File: config.mk
export PLATFORM = sky130hd
export DESIGN_NAME = sram_sp_arbiter
export DESIGN_NICKNAME = d
export VERILOG_FILES = /design/src/rtl/sram_sp_arbiter.sv
export SDC_FILE = /design/constraint.sdc
export NUM_CORES = 1
export LEC_CHECK = 0
export CAP_MARGIN = 15
export CORE_UTILIZATION = 30
export CTS_CLUSTER_SIZE = 28
export DETAILED_ROUTE_END_ITERATION = 12
export PLACE_DENSITY = 0.66
export SYNTH_ARGS = -nofsm -noshare
export SYNTH_HDL_FRONTEND = slang
export SYNTH_SLANG_ARGS = --single-unit
File: constraint.sdc
create_clock -name clock -period 2.2 [get_ports clock]
set_input_delay 0.66 -clock clock [delete_from_list [all_inputs] [get_ports clock]]
set_output_delay 0.66 -clock clock [all_outputs]
set_load 0.05 [all_outputs]
File: src/rtl/sram_sp_arbiter.sv
// Shares one single-port SRAM macro between a write requester and a read requester.
// Fills the array with INIT_VAL after reset, then grants round-robin; read data is queued in a small FIFO.
module sram_sp_arbiter #(
  parameter int                ADDR_W     = 8,
  parameter int                DATA_W     = 8,
  parameter logic [DATA_W-1:0] INIT_VAL   = '0,
  parameter int                RESP_DEPTH = 3
) (
  input  logic              clock,
  input  logic              reset,
  output logic              init_done,
  input  logic              w_valid,
  output logic              w_ready,
  input  logic [ADDR_W-1:0] w_addr,
  input  logic [DATA_W-1:0] w_data,
  input  logic              r_valid,
  output logic              r_ready,
  input  logic [ADDR_W-1:0] r_addr,
  output logic              resp_valid,
  input  logic              resp_ready,
  output logic [DATA_W-1:0] resp_data,
  output logic              sram_CEB,
  output logic              sram_WEB,
  output logic [ADDR_W-1:0] sram_A,
  output logic [DATA_W-1:0] sram_D,
  input  logic [DATA_W-1:0] sram_Q
);

  localparam int                CNT_W      = $clog2(RESP_DEPTH + 1);
  localparam int                PTR_W      = (RESP_DEPTH > 1) ? $clog2(RESP_DEPTH) : 1;
  localparam logic [ADDR_W-1:0] LAST_ADDR  = '1;
  localparam logic [CNT_W:0]    CREDIT_MAX = (CNT_W + 1)'(RESP_DEPTH);
  localparam logic [PTR_W-1:0]  PTR_LAST   = PTR_W'(RESP_DEPTH - 1);
  localparam logic [CNT_W-1:0]  CNT_FULL   = CNT_W'(RESP_DEPTH);

  typedef enum logic {ST_INIT, ST_RUN} state_t;
  typedef enum logic {PRIO_READ, PRIO_WRITE} prio_t;

  state_t            state_reg, state_next;
  prio_t             prio_reg, prio_next;
  logic [ADDR_W-1:0] init_cnt_reg, init_cnt_next;
  logic              inflight_reg;

  logic [DATA_W-1:0] fifo_mem [RESP_DEPTH];
  logic [PTR_W-1:0]  wr_ptr_reg, wr_ptr_next;
  logic [PTR_W-1:0]  rd_ptr_reg, rd_ptr_next;
  logic [CNT_W-1:0]  count_reg, count_next;

  logic              r_ok;
  logic              r_grant;
  logic              w_grant;
  logic              fifo_push;
  logic              fifo_pop;
  logic [CNT_W:0]    credit_used;

  function automatic logic [PTR_W-1:0] ptr_inc(input logic [PTR_W-1:0] p);
    return (p == PTR_LAST) ? '0 : p + PTR_W'(1);
  endfunction

  // Credits count both queued data and the read whose Q arrives this cycle,
  // so a granted read always finds a free FIFO slot when its data lands.
  assign credit_used = {1'b0, count_reg} + (CNT_W + 1)'(inflight_reg);
  assign r_ok        = (credit_used < CREDIT_MAX);

  assign init_done  = !reset && (state_reg == ST_RUN);
  assign resp_valid = !reset && (count_reg != '0);
  assign resp_data  = resp_valid ? fifo_mem[rd_ptr_reg] : '0;
  assign fifo_push  = inflight_reg;
  assign fifo_pop   = resp_valid && resp_ready;

  always_comb begin
    state_next    = state_reg;
    init_cnt_next = init_cnt_reg;
    prio_next     = prio_reg;
    w_ready       = 1'b0;
    r_ready       = 1'b0;
    w_grant       = 1'b0;
    r_grant       = 1'b0;
    sram_CEB      = 1'b1;
    sram_WEB      = 1'b1;
    sram_A        = '0;
    sram_D        = '0;

    if (!reset) begin
      case (state_reg)
        ST_INIT: begin
          sram_CEB      = 1'b0;
          sram_WEB      = 1'b0;
          sram_A        = init_cnt_reg;
          sram_D        = INIT_VAL;
          init_cnt_next = init_cnt_reg + ADDR_W'(1);
          if (init_cnt_reg == LAST_ADDR) begin
            state_next = ST_RUN;
          end
        end

        ST_RUN: begin
          r_ready = r_ok && (!w_valid || (prio_reg == PRIO_READ));
          w_ready = !(r_valid && r_ok) || (prio_reg == PRIO_WRITE);
          r_grant = r_valid && r_ready;
          w_grant = w_valid && w_ready && !r_grant;

          if (r_grant) begin
            sram_CEB  = 1'b0;
            sram_WEB  = 1'b1;
            sram_A    = r_addr;
            prio_next = PRIO_WRITE;
          end else if (w_grant) begin
            sram_CEB  = 1'b0;
            sram_WEB  = 1'b0;
            sram_A    = w_addr;
            sram_D    = w_data;
            prio_next = PRIO_READ;
          end
        end

        default: begin
          state_next = ST_INIT;
        end
      endcase
    end
  end

  always_comb begin
    wr_ptr_next = wr_ptr_reg;
    rd_ptr_next = rd_ptr_reg;
    count_next  = count_reg;
    if (fifo_push) begin
      wr_ptr_next = ptr_inc(wr_ptr_reg);
    end
    if (fifo_pop) begin
      rd_ptr_next = ptr_inc(rd_ptr_reg);
    end
    if (fifo_push && !fifo_pop) begin
      count_next = count_reg + CNT_W'(1);
    end else if (!fifo_push && fifo_pop) begin
      count_next = count_reg - CNT_W'(1);
    end
  end

  always_ff @(posedge clock) begin
    if (reset) begin
      state_reg    <= ST_INIT;
      prio_reg     <= PRIO_READ;
      init_cnt_reg <= '0;
      inflight_reg <= 1'b0;
      wr_ptr_reg   <= '0;
      rd_ptr_reg   <= '0;
      count_reg    <= '0;
    end else begin
      state_reg    <= state_next;
      prio_reg     <= prio_next;
      init_cnt_reg <= init_cnt_next;
      inflight_reg <= r_grant;
      wr_ptr_reg   <= wr_ptr_next;
      rd_ptr_reg   <= rd_ptr_next;
      count_reg    <= count_next;
    end
  end

  // Macro Q is only meaningful in the cycle after a read, so capture it exactly then.
  always_ff @(posedge clock) begin
    if (fifo_push) begin
      fifo_mem[wr_ptr_reg] <= sram_Q;
    end
  end

  overflow_check: assert property (@(posedge clock) disable iff (reset)
    !(fifo_push && !fifo_pop && (count_reg == CNT_FULL)));

endmodule
==> flow_summary.ini, run 1 <==
[clock_tree]
cts_inserted_buffers = 5
clock_sinks = 43
cts_tree = yes
htreeDepth = 2
hold_buffers = 0
clk_pin_slew_ps = 90
clock_path_buffers = 2
clock_latency_ps = 300
cts_root_buf = clkbuf_8

[drt]
antenna_left = 0
drt_iter0_drc = 61
wl_per_cell_um = 13.48
routed_wl_um = 5203
vias = 1814
firstDrtPassIters = 4
via_per_inst = 4.699
drc_errors = 0

[logic_synthesis]
syn_area_sq_um = 2101
syn_area_per_cell_sq_um = 10.56
synthCells = 199
synth_area_leaders = edfxtp_1 34%, dfxtp_1 18%, nor2_1 5.2%, mux2i_1 4.3%, mux2_2 4.3%
synth_top_cell_area_share = 0.3431
synth_nets = 240
synth_cell_types = 38
yosys_warnings = 0
synth_seq_cells = 43
ys_seq_area_frac = 0.5241
synth_top_area_cell = edfxtp_1

[timing]
rsz0062_at_grt = yes
tightest_slew_ps = 310.9
fin_tns_setup_ps = -6979
finalCritPeriodShare = 1.180
final.setup_skew_ps = 6.777
hold_viol = 0
relSlewSlack = 0.7920
slew_violations = 0
clock.fmax_mhz = 385.2
fin_ws_ps = -395.8
min_period_ps = 2596
finalSetupViolations = 20

[die]
die_w_um = 85.68
dieHeight_um = 85.68
core_sq_um = 6794
io_pins = 67
die-area_sq_um = 7341
row_count = 30
initial_core_util = 0.3092

[final_layout]
antenna_cells = 0
areaGrowthSynthToFinish_pct = 72.13
stdcell_count = 386
largest_reg_flops = 24
final_common_cell = buf_4
drive_above_1_share = 0.4103
nets = 330
final_area_sq_um = 3616
final_cell_mix = 34 x buf_4, 33 x clkdlybuf4s50_1, 24 x edfxtp_1, 21 x buf_12, 20 x nor2_1

[worst_setup_path]
path_max_fanout = 8
critPathLaunchType = register
worstSetupPathType = register to output port
end_kind = output port
critPathSlowestCell = dfxtp_2
cp_cell_sequence = ha_4 > ha_4 > a21oi_4 > buf_4 > nand2_1 > a31o_2 > buf_12
crit_family = compound AO/OA/AOI/OAI gates
critical_path_arrival_ps = 1940
crit_path_max_incr_delay_ps = 340
cp_common_cell = ha_4
crit_buf_inv = 2
crit_required_ps = 1540

[global_route]
grt_max_degree = 22
antenna_found_initial = 0
grt_usage = 0.1461
grt-ovfl-total = 0
grt_pass1_wl_um = 8280
grt_pass1_vias = 1766

[hold_path]
hold_path.class = register to register

[placed_design]
place_hpwl_um = 3833
port_buffers = 66
place_area_sq_um = 3443
place_congestion = 0.7319
placed_cells = 374

[outcome]
failed_checks = setup timing
outcome = finished, violations left

[run]
maxCapViolCount = 0

[power]
power_density_nw_per_um2 = 429.5
finalPower_mw = 1.553
max-vdd-ir-drop_mv = 0.2286
leakagePower_nw = 1.242
==> cells by family (layout without fill, tap and decap cells) <==
group / after synthesis / in the layout / share of synthesized area
XOR/XNOR: 6 / 6 / 0.02501
multiplexers: 17 / 17 / 0.08577
buffers and inverters: 18 / 108 / 0.03692
adder cells (fa/ha/maj): 4 / 4 / 0.02382
flip-flops: 43 / 43 / 0.5241
AO/OA/AOI/OAI: 39 / 40 / 0.1352
AND/OR/NAND/NOR: 72 / 72 / 0.1692
==> worst reg2reg max path: stages (launching register included) <==
cell and delay, ps:
dfxtp_1 350, buf_4 170, o21ai_4 300, clkinvlp_4 190, buf_4 170, nand2_2 70
ha_1 230, or3_1 350, a21oi_1 140
==> cells in the mapped netlist (all sizes together) <==
| cell type | n |
|---|---|
| a21boi | 1 |
| dfxtp | 19 |
| nor3b | 1 |
| o211ai | 8 |
| a311oi | 7 |
| nor2 | 29 |
| clkbuf | 7 |
| xnor2 | 1 |
| nand4 | 8 |
| a32oi | 1 |
| nand3 | 4 |
| buf | 5 |
| nor2b | 4 |
| inv | 6 |
| a32o | 1 |
| nand2 | 10 |
| or3 | 3 |
| o2111ai | 1 |
| a21o | 1 |
| nand4b | 2 |
| and2 | 8 |
| o21ai | 5 |
| nand2b | 2 |
| xor2 | 5 |
| o2bb2ai | 1 |
| o21a | 2 |
| o311a | 1 |
| mux2i | 9 |
| ha | 4 |
| a31o | 1 |
| o31ai | 1 |
| edfxtp | 24 |
| a21oi | 8 |
| mux2 | 8 |
| or4 | 1 |
==> metrics by stage <==
stage	hold slack, ps	setup slack, ps	util
finish	513.2	-395.8	0.5322
global route	539.3	-487.2	0.5322
CTS	520.7	-472.1	0.5324
detailed placement	498.1	-551.7	0.5068
global placement	493.5	-532.2	0.5068
floorplan	463.3	-349.0	-
==> final cells by class <==
| cell class | count | area, sq um |
|---|---|---|
| repair buffers | 94 | 1064 |
| clock inverters | 3 | 23.77 |
| fillers | 613 | 3178 |
| multi-input cells | 139 | 1205 |
| clock buffers | 5 | 68.82 |
| flip-flops and latches | 43 | 1109 |
| inverters | 6 | 26.28 |
| well taps | 96 | 120.1 |
==> final timing paths <==
kind | startpoint | endpoint | slack [ps] | cells past startpoint
max | fifo_push$_SDFF_PN0_ | sram_CEB | -400 | 7
min reg2reg | rd_ptr_reg[1]$_SDFFE_PP0P_ | register | 510 | 1
min | rd_ptr_reg[1]$_SDFFE_PP0P_ | register | 510 | 1
max reg2reg | count_reg[1]$_SDFFE_PP0P_ | count_reg[1]$_SDFFE_PP0P_ | 170 | 8
==> power breakdown <==
part | internal (mW) | switching, mW | total (mW)
registers | 0.849 | 0.00613 | 0.855
logic | 0.106 | 0.0842 | 0.190
clock network | 0.227 | 0.281 | 0.508
==> metal layers <==
metal  GRT usage  share of wire  up-vias
li1            -              -      915
met1      0.1696           0.43      818
met2      0.2465           0.47       74
met3     0.05005          0.081        7
met4     0.06061          0.018        0
met5           0              0        -
==> timing repair <==
action / in CTS / in global routing
pin swaps: 18 / 5
buffers inserted: 3 / 0
gates cloned: 1 / 0
resized for setup: 18 / 3
setup endpoints to repair: 32 / 24
No activity file was read; power rests on OpenSTA's default activity.
==> run 2, diff against run 1 <==
--- a/config.mk
+++ b/config.mk
@@ -10,6 +10,8 @@
 export CTS_CLUSTER_SIZE = 28
 export DETAILED_ROUTE_END_ITERATION = 12
 export PLACE_DENSITY = 0.66
+export SKIP_LAST_GASP = 1
+export SLEW_MARGIN = 20
 export SYNTH_ARGS = -nofsm -noshare
 export SYNTH_HDL_FRONTEND = slang
 export SYNTH_SLANG_ARGS = --single-unit
==> flow_summary.ini, run 2 (synthesized netlist as in run 1, its figures left out) <==
[outcome]
outcome = finished, violations left
failed_checks = setup timing

[drt]
drc_errors = 0
firstDrtPassIters = 4
routed_wl_um = 5201
wl_per_cell_um = 13.47
vias = 1814
antenna_left = 0
via_per_inst = 4.699
drt_iter0_drc = 64

[final_layout]
areaGrowthSynthToFinish_pct = 72.13
antenna_cells = 0
final_common_cell = buf_4
largest_reg_flops = 24
nets = 330
drive_above_1_share = 0.4103
final_cell_mix = 34 x buf_4, 33 x clkdlybuf4s50_1, 24 x edfxtp_1, 21 x buf_12, 20 x nor2_1

[die]
initial_core_util = 0.3092
die_w_um = 85.68
io_pins = 67
die-area_sq_um = 7341
dieHeight_um = 85.68
row_count = 30
core_sq_um = 6794

[worst_setup_path]
end_kind = output port
critPathSlowestCell = dfxtp_2
path_max_fanout = 8
crit_buf_inv = 2
critPathLaunchType = register
cp_cell_sequence = ha_4 > ha_4 > a21oi_4 > buf_4 > nand2_1 > a31o_2 > buf_12
worstSetupPathType = register to output port
crit_path_max_incr_delay_ps = 340
critical_path_arrival_ps = 1930
crit_family = compound AO/OA/AOI/OAI gates
crit_required_ps = 1540
cp_common_cell = ha_4

[power]
finalPower_mw = 1.552
max-vdd-ir-drop_mv = 0.2286
power_density_nw_per_um2 = 429.3
leakagePower_nw = 1.242

[timing]
finalSetupViolations = 20
finalCritPeriodShare = 1.179
final.setup_skew_ps = 6.009
fin_ws_ps = -394.8
rsz0062_at_grt = yes
hold_viol = 0
relSlewSlack = 0.7919
tightest_slew_ps = 311.0
min_period_ps = 2595
clock.fmax_mhz = 385.4
fin_tns_setup_ps = -6930
slew_violations = 0

[clock_tree]
htreeDepth = 2
clock_sinks = 43
clock_path_buffers = 2
clk_pin_slew_ps = 90
cts_root_buf = clkbuf_8
cts_inserted_buffers = 5
hold_buffers = 0
clock_latency_ps = 290
cts_tree = yes

[run]
maxCapViolCount = 0

[global_route]
grt_usage = 0.1461
grt_pass1_wl_um = 8280
antenna_found_initial = 0
grt-ovfl-total = 0
grt_max_degree = 22
grt_pass1_vias = 1766

[placed_design]
place_congestion = 0.7319
port_buffers = 66
place_hpwl_um = 3833

[hold_path]
hold_path.class = register to register
## run 2: cell counts in the layout (fill, tap and decap cells not counted)
Identical to the previous run, type by type.
## run 2: what timing repair did
item,CTS,global route
cloned,1,0
gates resized for setup,18,3
pin swaps,18,4
setup buffers,3,0
setup endpoints to repair,32,24
## run 2: final cells by class
class,count,area [sq um]
Inverter,6,26.28
Multi-Input combinational cell,139,1205
Timing Repair Buffer,94,1064
Clock buffer,5,68.82
Fill cell,613,3178
Tap cell,96,120.1
Sequential cell,43,1109
Clock inverter,3,23.77
## run 2: worst paths after layout
kind | startpoint | endpoint | slack [ps] | depth (start not counted)
worst max-delay path | fifo_push$_SDFF_PN0_ | sram_CEB | -390 | 7
worst min-delay path | rd_ptr_reg[1]$_SDFFE_PP0P_ | register | 510 | 1
worst max register to register | count_reg[1]$_SDFFE_PP0P_ | count_reg[1]$_SDFFE_PP0P_ | 160 | 8
worst min register to register | rd_ptr_reg[1]$_SDFFE_PP0P_ | register | 510 | 1
## run 2: power by group
group	total [mW]	internal (mW)	switching (mW)
sequential	0.855	0.849	0.00616
clock	0.507	0.227	0.280
combinational	0.190	0.106	0.0842
total	1.55	1.18	0.370
## run 2: through the flow
step / setup WS [ps] / instance area, sq um / utilization / hold slack (ps) / std cells
after floorplan: -349.0 / 2356 / - / 463.3 / 199
after global placement: -532.2 / 3443 / 0.5068 / 493.5 / 374
after detailed placement: -551.7 / 3443 / 0.5068 / 498.1 / 374
after CTS: -472.1 / 3617 / 0.5324 / 520.7 / 386
after global routing: -487.2 / 3616 / 0.5322 / 539.3 / 386
final: -394.8 / 3616 / 0.5322 / 513.6 / 386
## run 2: metal layers
metal | wire (um) | vias to the layer above | global-route usage
met3 | 414 | 7 | 0.05005
met1 | 2242 | 820 | 0.1696
met4 | 96 | 0 | 0.06061
li1 | - | 915 | -
met2 | 2447 | 72 | 0.2465
met5 | 0 | - | 0
